### config.mk
export PLATFORM = sky130hd
export DESIGN_NAME = pipelined_adder_tree
export DESIGN_NICKNAME = d
export VERILOG_FILES = /design/src/rtl/adder_tree_pkg.sv /design/src/rtl/adder_tree_stage.sv /design/src/rtl/pipelined_adder_tree.sv
export SDC_FILE = /design/constraint.sdc
export NUM_CORES = 1
export LEC_CHECK = 0
export CORE_UTILIZATION = 34
export DETAILED_ROUTE_END_ITERATION = 10
export GPL_ROUTABILITY_DRIVEN = 0
export PLACE_DENSITY = 0.65
export SYNTH_ARGS = -nofsm -noshare
export SYNTH_HDL_FRONTEND = slang
export SYNTH_SLANG_ARGS = --single-unit
### constraint.sdc
create_clock -name clk -period 2.8 [get_ports clk]
set_input_delay 0.56 -clock clk [delete_from_list [all_inputs] [get_ports clk]]
set_output_delay 0.56 -clock clk [all_outputs]
set_load 0.01 [all_outputs]
### src/rtl/adder_tree_pkg.sv
// -----------------------------------------------------------------------------
// adder_tree_pkg
// Shared definitions for the pipelined adder tree:
//   - clog2         : ceiling log2 used to derive the tree depth
//   - calc_out_w    : result width (tree growth plus optional accumulator bits)
//   - acc_state_t   : accumulator FSM state encoding
// No ports; imported by pipelined_adder_tree.
// -----------------------------------------------------------------------------
package adder_tree_pkg;

   typedef enum logic {
      IDLE = 1'b0,
      ACC  = 1'b1
   } acc_state_t;

   function automatic int clog2(input int value);
      int result;
      result = 0;
      while ((1 << result) < value) begin
         result++;
      end
      return result;
   endfunction

   // Each tree level adds one bit, so LEVELS bits of growth cover the full
   // reduction; the accumulator adds ACC_EXTRA bits of frame headroom.
   function automatic int calc_out_w(input int adder_width,
                                     input int num_inputs,
                                     input int accumulate,
                                     input int acc_extra);
      return adder_width + clog2(num_inputs) + ((accumulate != 0) ? acc_extra : 0);
   endfunction

endpackage

### src/rtl/adder_tree_stage.sv
// -----------------------------------------------------------------------------
// adder_tree_stage
// One registered reduction level: ENTRIES lanes of IN_W bits are summed in
// adjacent pairs into ENTRIES/2 lanes of IN_W+1 bits. Valid and last travel
// with the data; everything holds while adv is low.
// Ports:
//   clk, rst   : clock, synchronous active-high reset
//   adv        : global pipeline advance enable
//   in_data    : ENTRIES packed lanes, lane j at [j*IN_W +: IN_W]
//   in_valid   : predecessor stage valid
//   in_last    : predecessor stage last flag
//   out_data   : registered pairwise sums, lane j at [j*(IN_W+1) +: IN_W+1]
//   out_valid  : this stage valid
//   out_last   : this stage last flag
// -----------------------------------------------------------------------------
module adder_tree_stage #(
   parameter  int IN_W        = 15,
   parameter  int ENTRIES     = 8,
   parameter  int SIGNED      = 0,
   localparam int OUT_ENTRIES = ENTRIES / 2,
   localparam int OUT_W       = IN_W + 1
) (
   input  logic                         clk,
   input  logic                         rst,
   input  logic                         adv,
   input  logic [ENTRIES*IN_W-1:0]      in_data,
   input  logic                         in_valid,
   input  logic                         in_last,
   output logic [OUT_ENTRIES*OUT_W-1:0] out_data,
   output logic                         out_valid,
   output logic                         out_last
);

   localparam logic SGN = (SIGNED != 0);

   logic [OUT_ENTRIES*OUT_W-1:0] sums;

   // Both operands are widened by one bit before the add, so the sum can
   // never overflow the lane width of this level.
   for (genvar j = 0; j < OUT_ENTRIES; j++) begin : g_pair
      logic [IN_W-1:0] op_a;
      logic [IN_W-1:0] op_b;
      assign op_a = in_data[(2*j)*IN_W +: IN_W];
      assign op_b = in_data[(2*j+1)*IN_W +: IN_W];
      assign sums[j*OUT_W +: OUT_W] = {SGN & op_a[IN_W-1], op_a}
                                    + {SGN & op_b[IN_W-1], op_b};
   end

   always_ff @(posedge clk) begin
      if (rst) begin
         out_data  <= '0;
         out_valid <= 1'b0;
         out_last  <= 1'b0;
      end else if (adv) begin
         out_data  <= sums;
         out_valid <= in_valid;
         out_last  <= in_last;
      end
   end

endmodule

### src/rtl/pipelined_adder_tree.sv
// -----------------------------------------------------------------------------
// pipelined_adder_tree
// Fully pipelined binary adder tree reducing NUM_INPUTS lanes to one sum per
// beat, with optional frame accumulation after the tree.
// Ports:
//   clk, rst   : clock, synchronous active-high reset
//   in_data    : NUM_INPUTS packed lanes, lane i at [i*ADDER_WIDTH +: ADDER_WIDTH]
//   in_valid   : input beat present
//   in_last    : last beat of a frame (only meaningful with ACCUMULATE=1)
//   in_ready   : input beat accepted on an edge with in_valid && in_ready
//   out_sum    : result, OUT_W bits
//   out_valid  : out_sum holds a result
//   out_ready  : downstream accepts the result
//
// Handshake: a transfer happens on a rising edge where valid && ready on that
// interface. The whole pipeline moves as one: adv = out_ready || !out_valid.
// When adv is low every stage (including the input register and the
// accumulator) holds, so in_ready is simply adv. Bubbles are not squeezed out.
// -----------------------------------------------------------------------------
module pipelined_adder_tree
   import adder_tree_pkg::*;
#(
   parameter  int ADDER_WIDTH = 15,
   parameter  int NUM_INPUTS  = 8,
   parameter  int SIGNED      = 0,
   parameter  int ACCUMULATE  = 0,
   parameter  int ACC_EXTRA   = 8,
   localparam int LEVELS      = clog2(NUM_INPUTS),
   localparam int OUT_W       = calc_out_w(ADDER_WIDTH, NUM_INPUTS, ACCUMULATE, ACC_EXTRA)
) (
   input  logic                              clk,
   input  logic                              rst,
   input  logic [NUM_INPUTS*ADDER_WIDTH-1:0] in_data,
   input  logic                              in_valid,
   input  logic                              in_last,
   output logic                              in_ready,
   output logic [OUT_W-1:0]                  out_sum,
   output logic                              out_valid,
   input  logic                              out_ready
);

   localparam int TREE_W = ADDER_WIDTH + LEVELS;

   logic adv;
   assign adv      = out_ready || !out_valid;
   assign in_ready = adv;

   // Level 0 is the input register; level k holds NUM_INPUTS>>k lanes of
   // ADDER_WIDTH+k bits produced by one adder_tree_stage.
   for (genvar k = 0; k <= LEVELS; k++) begin : lvl
      localparam int ENTRIES = NUM_INPUTS >> k;
      localparam int EW      = ADDER_WIDTH + k;

      logic [ENTRIES*EW-1:0] data;
      logic                  valid;
      logic                  last;

      if (k == 0) begin : g_input
         always_ff @(posedge clk) begin
            if (rst) begin
               data  <= '0;
               valid <= 1'b0;
               last  <= 1'b0;
            end else if (adv) begin
               data  <= in_data;
               valid <= in_valid;
               last  <= in_last;
            end
         end
      end else begin : g_reduce
         adder_tree_stage #(
            .IN_W    (EW - 1),
            .ENTRIES (ENTRIES * 2),
            .SIGNED  (SIGNED)
         ) u_stage (
            .clk       (clk),
            .rst       (rst),
            .adv       (adv),
            .in_data   (lvl[k-1].data),
            .in_valid  (lvl[k-1].valid),
            .in_last   (lvl[k-1].last),
            .out_data  (data),
            .out_valid (valid),
            .out_last  (last)
         );
      end
   end

   logic [TREE_W-1:0] tree_sum;
   logic              tree_valid;
   logic              tree_last;
   logic [OUT_W-1:0]  tree_ext;

   assign tree_sum   = lvl[LEVELS].data;
   assign tree_valid = lvl[LEVELS].valid;
   assign tree_last  = lvl[LEVELS].last;

   if (SIGNED != 0) begin : g_ext_signed
      assign tree_ext = OUT_W'($signed(tree_sum));
   end else begin : g_ext_unsigned
      assign tree_ext = OUT_W'(tree_sum);
   end

   if (ACCUMULATE == 0) begin : g_direct
      // The last flag has no meaning without the accumulator.
      logic unused_last;
      assign unused_last = tree_last;

      assign out_sum   = tree_ext;
      assign out_valid = tree_valid;
   end else begin : g_accum
      acc_state_t       state;
      acc_state_t       state_next;
      logic [OUT_W-1:0] acc;
      logic [OUT_W-1:0] acc_next;
      logic [OUT_W-1:0] sum_q;
      logic [OUT_W-1:0] sum_next;
      logic             valid_q;
      logic             valid_next;

      always_ff @(posedge clk) begin
         if (rst) begin
            state   <= IDLE;
            acc     <= '0;
            sum_q   <= '0;
            valid_q <= 1'b0;
         end else begin
            state   <= state_next;
            acc     <= acc_next;
            sum_q   <= sum_next;
            valid_q <= valid_next;
         end
      end

      // In IDLE the running total is treated as zero, so a single-beat frame
      // emits its own sum and a new frame starts from its first beat.
      // Additions wrap modulo 2^OUT_W.
      always_comb begin
         state_next = state;
         acc_next   = acc;
         sum_next   = sum_q;
         valid_next = valid_q;
         if (adv) begin
            valid_next = 1'b0;
            if (tree_valid) begin
               if (tree_last) begin
                  sum_next   = ((state == ACC) ? acc : '0) + tree_ext;
                  valid_next = 1'b1;
                  state_next = IDLE;
               end else begin
                  acc_next   = ((state == ACC) ? acc : '0) + tree_ext;
                  state_next = ACC;
               end
            end
         end
      end

      assign out_sum   = sum_q;
      assign out_valid = valid_q;
   end

endmodule

---- Word-level counts from Yosys, hierarchy flattened ----
Cells that the tools add are included.
cells by class
  $add $sub $neg .......................... 7
  reduce and logical (&&, ||, !) cells .... 2
operators with widths
  operator                                   number
  15-bit by 15-bit adder with 16-bit output  4
  16-bit by 16-bit adder with 17-bit output  2
  17-bit by 17-bit adder with 18-bit output  1
  1-bit zero test                            1
  1-bit logical OR                           1
storage, ports and cells
  register bits after elaboration ......... 240
  input bits .............................. 125
  output and inout port bits .............. 20
  logic and storage cells ................. 17

---- Depth between registers and ports, before layout ----
Gate-level depths: netlist (run 1).
  word-level depth ........................ 2
  gate-level depth with buffers ........... 9
  gate-level depth less buffers ........... 9

---- Modules after synthesis ----
From an unflattened synthesis (run 1), not the netlist that was laid out.
unflattened totals
  cell total of the unflattened synthesis .. 1,698
  area total of the unflattened synthesis .. 15,060.7 µm²
by module, submodules not included
  module                                       times used  cells each  area each (µm²)
  pipelined_adder_tree                         1           556         5,477.8
  adder_tree_stage at lvl[1].g_reduce.u_stage  1           593         5,063.6
  adder_tree_stage at lvl[2].g_reduce.u_stage  1           361         2,957.8
  adder_tree_stage at lvl[3].g_reduce.u_stage  1           188         1,561.5

---- Least setup slack after synthesis (run 1) ----
No wires, ideal clock.
  path type ............................... register to register
  from .................................... register lvl[1].g_reduce.u_stage.out_data[32]
  to ...................................... register lvl[2].g_reduce.u_stage.out_data[29]
  library setup time ...................... 0.062 ns
  data arrival time ....................... 2.318 ns
  slack ................................... 0.420 ns
  cell stages (with the launch flop) ...... 9
  buffers on the path ..................... 0
  clock period less this slack ............ 2.380 ns
  cells stage by stage .................... dfxtp_1 ha_1 fa_1 a211oi_2 nor4_1 or2_1 o211a_1 or4_1 nand3_1
between the ends
  longest elaborated chain between the ends .. 1
RTL lines
  item                                       RTL line                RTL
  from (decl)                                adder_tree_stage.sv:29  output logic [OUT_ENTRIES*OUT_W-1:0] out_data,
  from (signal assigned)                     adder_tree_stage.sv:55  out_data <= sums;
  16-bit by 16-bit adder with 17-bit output  adder_tree_stage.sv:46  + {SGN & op_b[IN_W-1], op_b};
  to (signal assigned)                       adder_tree_stage.sv:55
  to (decl)                                  adder_tree_stage.sv:29
No other way between the ends.
A chain may end at the register's enable or synchronous reset.

---- Worst setup path in the final report (run 1) ----
Same ends and word-level chain as after synthesis.

==> results.md, run 1 <==
* Final HPWL DP at ~25 mm
* CTS H-tree depth at 1
* Yosys warns at 0
* NumNets Final at 2044
* Syn Inst Count at 1712
* # IOs at around 150
* Die width at approximately 200 µm
* # setup viols final at 0
* Area leader, netlist: dfxtp_1
* Slew HR at between 50% and 60%
* Leak pwr at between 6 and 7 nW
* Mean Syn Cell Area at 7.757 µm²
* Cell Int Power at between 0.006 and 0.007 W
* Area of the multi-input gates at 8024 µm²
* IO Port Bufs at ~140
* Power density cells at between 500 and 600 nW/µm²
* Vias in the first global route at approximately 12000
* Ranking of synthesized cells by area: dfxtp_1 36%, nand2_1 11%, ha_1 10%, a21oi_1 9.3%, nor2_1 2.8%
* Outcome: finished, final reports clean
* Worst Path Max Fanout at 3
* Top-area cell type share of the netlist area at 36.18%
* Routed vias at around 12000
* Fmax at 377.7 MHz
* DRT iter0 DRCs at around 700
* Post-route DRC at 0
* Worst setup EP type: flip-flop
* Mapped cell area at ~13000 µm²
* WS Path Type: flip-flop to flip-flop
* Predominant post-synthesis flop cell: dfxtp_1
* Min-delay worst type: input port to flip-flop
* Clock sinks at 240
* Overall die height at about 200 µm
* Fin area at 16040 µm²
* Synth unique cells at 68
* Final count of hold timing violations at 0
* Clock Power Share at between 30% and 40%
* Mapped Nets at 1953
* Clock Path Buffers at 3
* Post CTS Setup Buffer Count at 0
* Register area at 4805 µm²
* Sequential-to-total area share from yosys stat at between 30% and 40%
* Maxcap violations at 0
* Final min period at about 2.6 ns
* Initial antenna violation count at 0
* Most common cell after layout, fill and taps aside: nand2_1
* NetSw at around 0.0026 W
* Layout cell share with drive strength beyond 1 at under 10%
* Worst Path Arrival at ~3.1 ns
* WL/cell at between 10 and 15 µm
* Comb pwr share at 20.8%
* RSZ-0062 raised after global routing: false
* Synthesized flop and latch total at 240
* Pre-antenna DRT Iters at 6
* Post-synth EDFFs at 0
* Skew final at ~0.015 ns
* WL final at approximately 35 mm
* Largest net degree at the start of global routing at 131
* CTS root buf: clkbuf_16
* Reg power frac at 42.9%
* Post-Route Setup TNS at 0 ns
* Total GRT Usage at 17.19%
* WP data required at roughly 3.3 ns
* Least-Margin Pin Slew at roughly 0.68 ns
* Asr flop ratio synth at 0%
* Num CTS Buffers at 27
* Number of fill cells at between 3000 and 4000
* CTS tree: done
* CTS clk-pin slew, worst paths at around 0.06 ns
* Commonest cells after routing, fill and taps aside: 383 x nand2_1, 247 x a21oi_1, 240 x dfxtp_1
* Rows at between 70 and 80
* Critical Path Source Type: flip-flop
* Layout area overhead at 20.77%
* ANT nets after route at 0
* Slew Viols, Final at 0
* Worst-skew pair later-pin latency at 0.54 ns
* Period utilisation layout at 94.55%
* CORE AREA at ~39000 µm²
* Initial Util at ~34%
* GR Overflow Total at 0
* VDD IR max at roughly 0.52 mV
* Switching Fraction at 28.80%
* First-pass GRT wire length at roughly 57 mm
* Worst Setup Slack, final at approximately 0.15 ns
* Placed cell areas at 15210 µm²
* Vias per inst at 5.268
* Pre-CTS WS at ~0.15 ns
* Diodes inserted at 0
* Full die area at between 30000 and 40000 µm²
[per-layer routing]
| layer | global-route usage (%) | vias up | part of all wire (%) |
|---|---|---|---|
| li1 | - | 6294 | - |
| met1 | 23.74 | 5751 | 49 |
| met2 | 27.57 | 227 | 44 |
| met3 | 2.734 | 50 | 4.9 |
| met4 | 4.608 | 0 | 2.2 |
| met5 | 0 | - | 0 |
[synthesized netlist by cell type, types with 7 or more instances]
cell type  number
a211oi_1       39
a21o_1         32
a21oi_1       247
a31oi_1         7
and3_1         12
buf_1          19
clkbuf_1       81
dfxtp_1       240
fa_1            7
ha_1          109
inv_1          19
nand2_1       383
nand3_1        58
nand4_1        19
nor2_1         98
nor3_1         38
nor4b_1         8
o211ai_1       19
o21a_1         12
o21ai_0        71
o21bai_1       19
or3_1          11
or4_1           7
xnor2_1        31
xor2_1          8
[worst paths after layout]
| check | slack [ns] | to | from | depth (start not counted) |
|---|---|---|---|---|
| worst max-delay path | 0.15 | lvl[2].g_reduce.u_stage.out_data[29]$_SDFFE_PP0P_ | lvl[1].g_reduce.u_stage.out_data[32]$_SDFFE_PP0P_ | 8 |
| worst min register to register | 0.45 | lvl[1].g_reduce.u_stage.out_valid$_SDFFE_PP0P_ | lvl[1].g_reduce.u_stage.out_valid$_SDFFE_PP0P_ | 2 |
| worst max register to register | 0.15 | lvl[2].g_reduce.u_stage.out_data[29]$_SDFFE_PP0P_ | lvl[1].g_reduce.u_stage.out_data[32]$_SDFFE_PP0P_ | 8 |
| worst min-delay path | 0.36 | lvl[2].g_reduce.u_stage.out_data[4]$_SDFFE_PP0P_ | rst | 2 |
[power by group through the flow]
stage | sequential [W] | clock [W] | combinational [W]
after CTS | 0.00394 | 0.00340 | 0.00191
after global placement | 0.00401 | 0 | 0.00186
after detailed placement | 0.00402 | 0 | 0.00189
after floorplan | 0.00395 | 0 | 0.00128
after global routing | 0.00398 | 0.00353 | 0.00213
final | 0.00394 | 0.00333 | 0.00191
[per-stage QoR]
stage / total power [W] / util, % / hold slack, ns / cells
floorplan: 0.005225 / - / 0.4291 / 1712
global placement: 0.005868 / 39.45 / 0.4382 / 2292
detailed placement: 0.005906 / 39.45 / 0.4452 / 2292
CTS: 0.009250 / 41.58 / 0.3469 / 2339
global route: 0.009637 / 41.60 / 0.3637 / 2339
finish: 0.009177 / 41.60 / 0.3636 / 2339
[cell families after synthesis]
kind of cell,Yosys count,share of synthesized area [%]
compound gates,515,23.76
xor+xnor,39,2.572
fa+ha+maj,116,11.32
buf+inv,123,3.505
flops,240,36.18
mux,7,0.5370
simple gates,672,22.12
[registers in the layout (all words and copies together) (netlist names)]
signal / flops
lvl.data: 120
lvl.g_reduce.u_stage.out_data: 116
lvl.g_reduce.u_stage.out_valid: 3
lvl.valid: 1
[worst max-delay path: stages (launching register included)]
cell and delay [ns]:
dfxtp_1 0.31, ha_1 0.24, fa_1 0.46, a211oi_2 0.34, nor4_1 0.10, or2_1 0.29, o211a_1 0.25, or4_1 0.52
nand3_1 0.09
[layout make-up]
cell class	instances	area share (%)
clock inverters	11	0.5149
clock buffers	36	4.610
flip-flops and latches	240	29.96
inverters	20	0.4993
well taps	518	4.041
repair buffers	165	10.35
multi-input cells	1349	50.03
[repair_timing]
item / CTS / global route
setup endpoints to repair: 0 / 1
hold buffers: 0 / 0
gates resized for setup: 0 / 2
(Power assumes the default switching activity.)
==> run 2: changes to the inputs <==
CAP_MARGIN = 25   (was default)
==> results of run 2 <==
No change in the layout: final DEF, timing and power equal those of run 1.
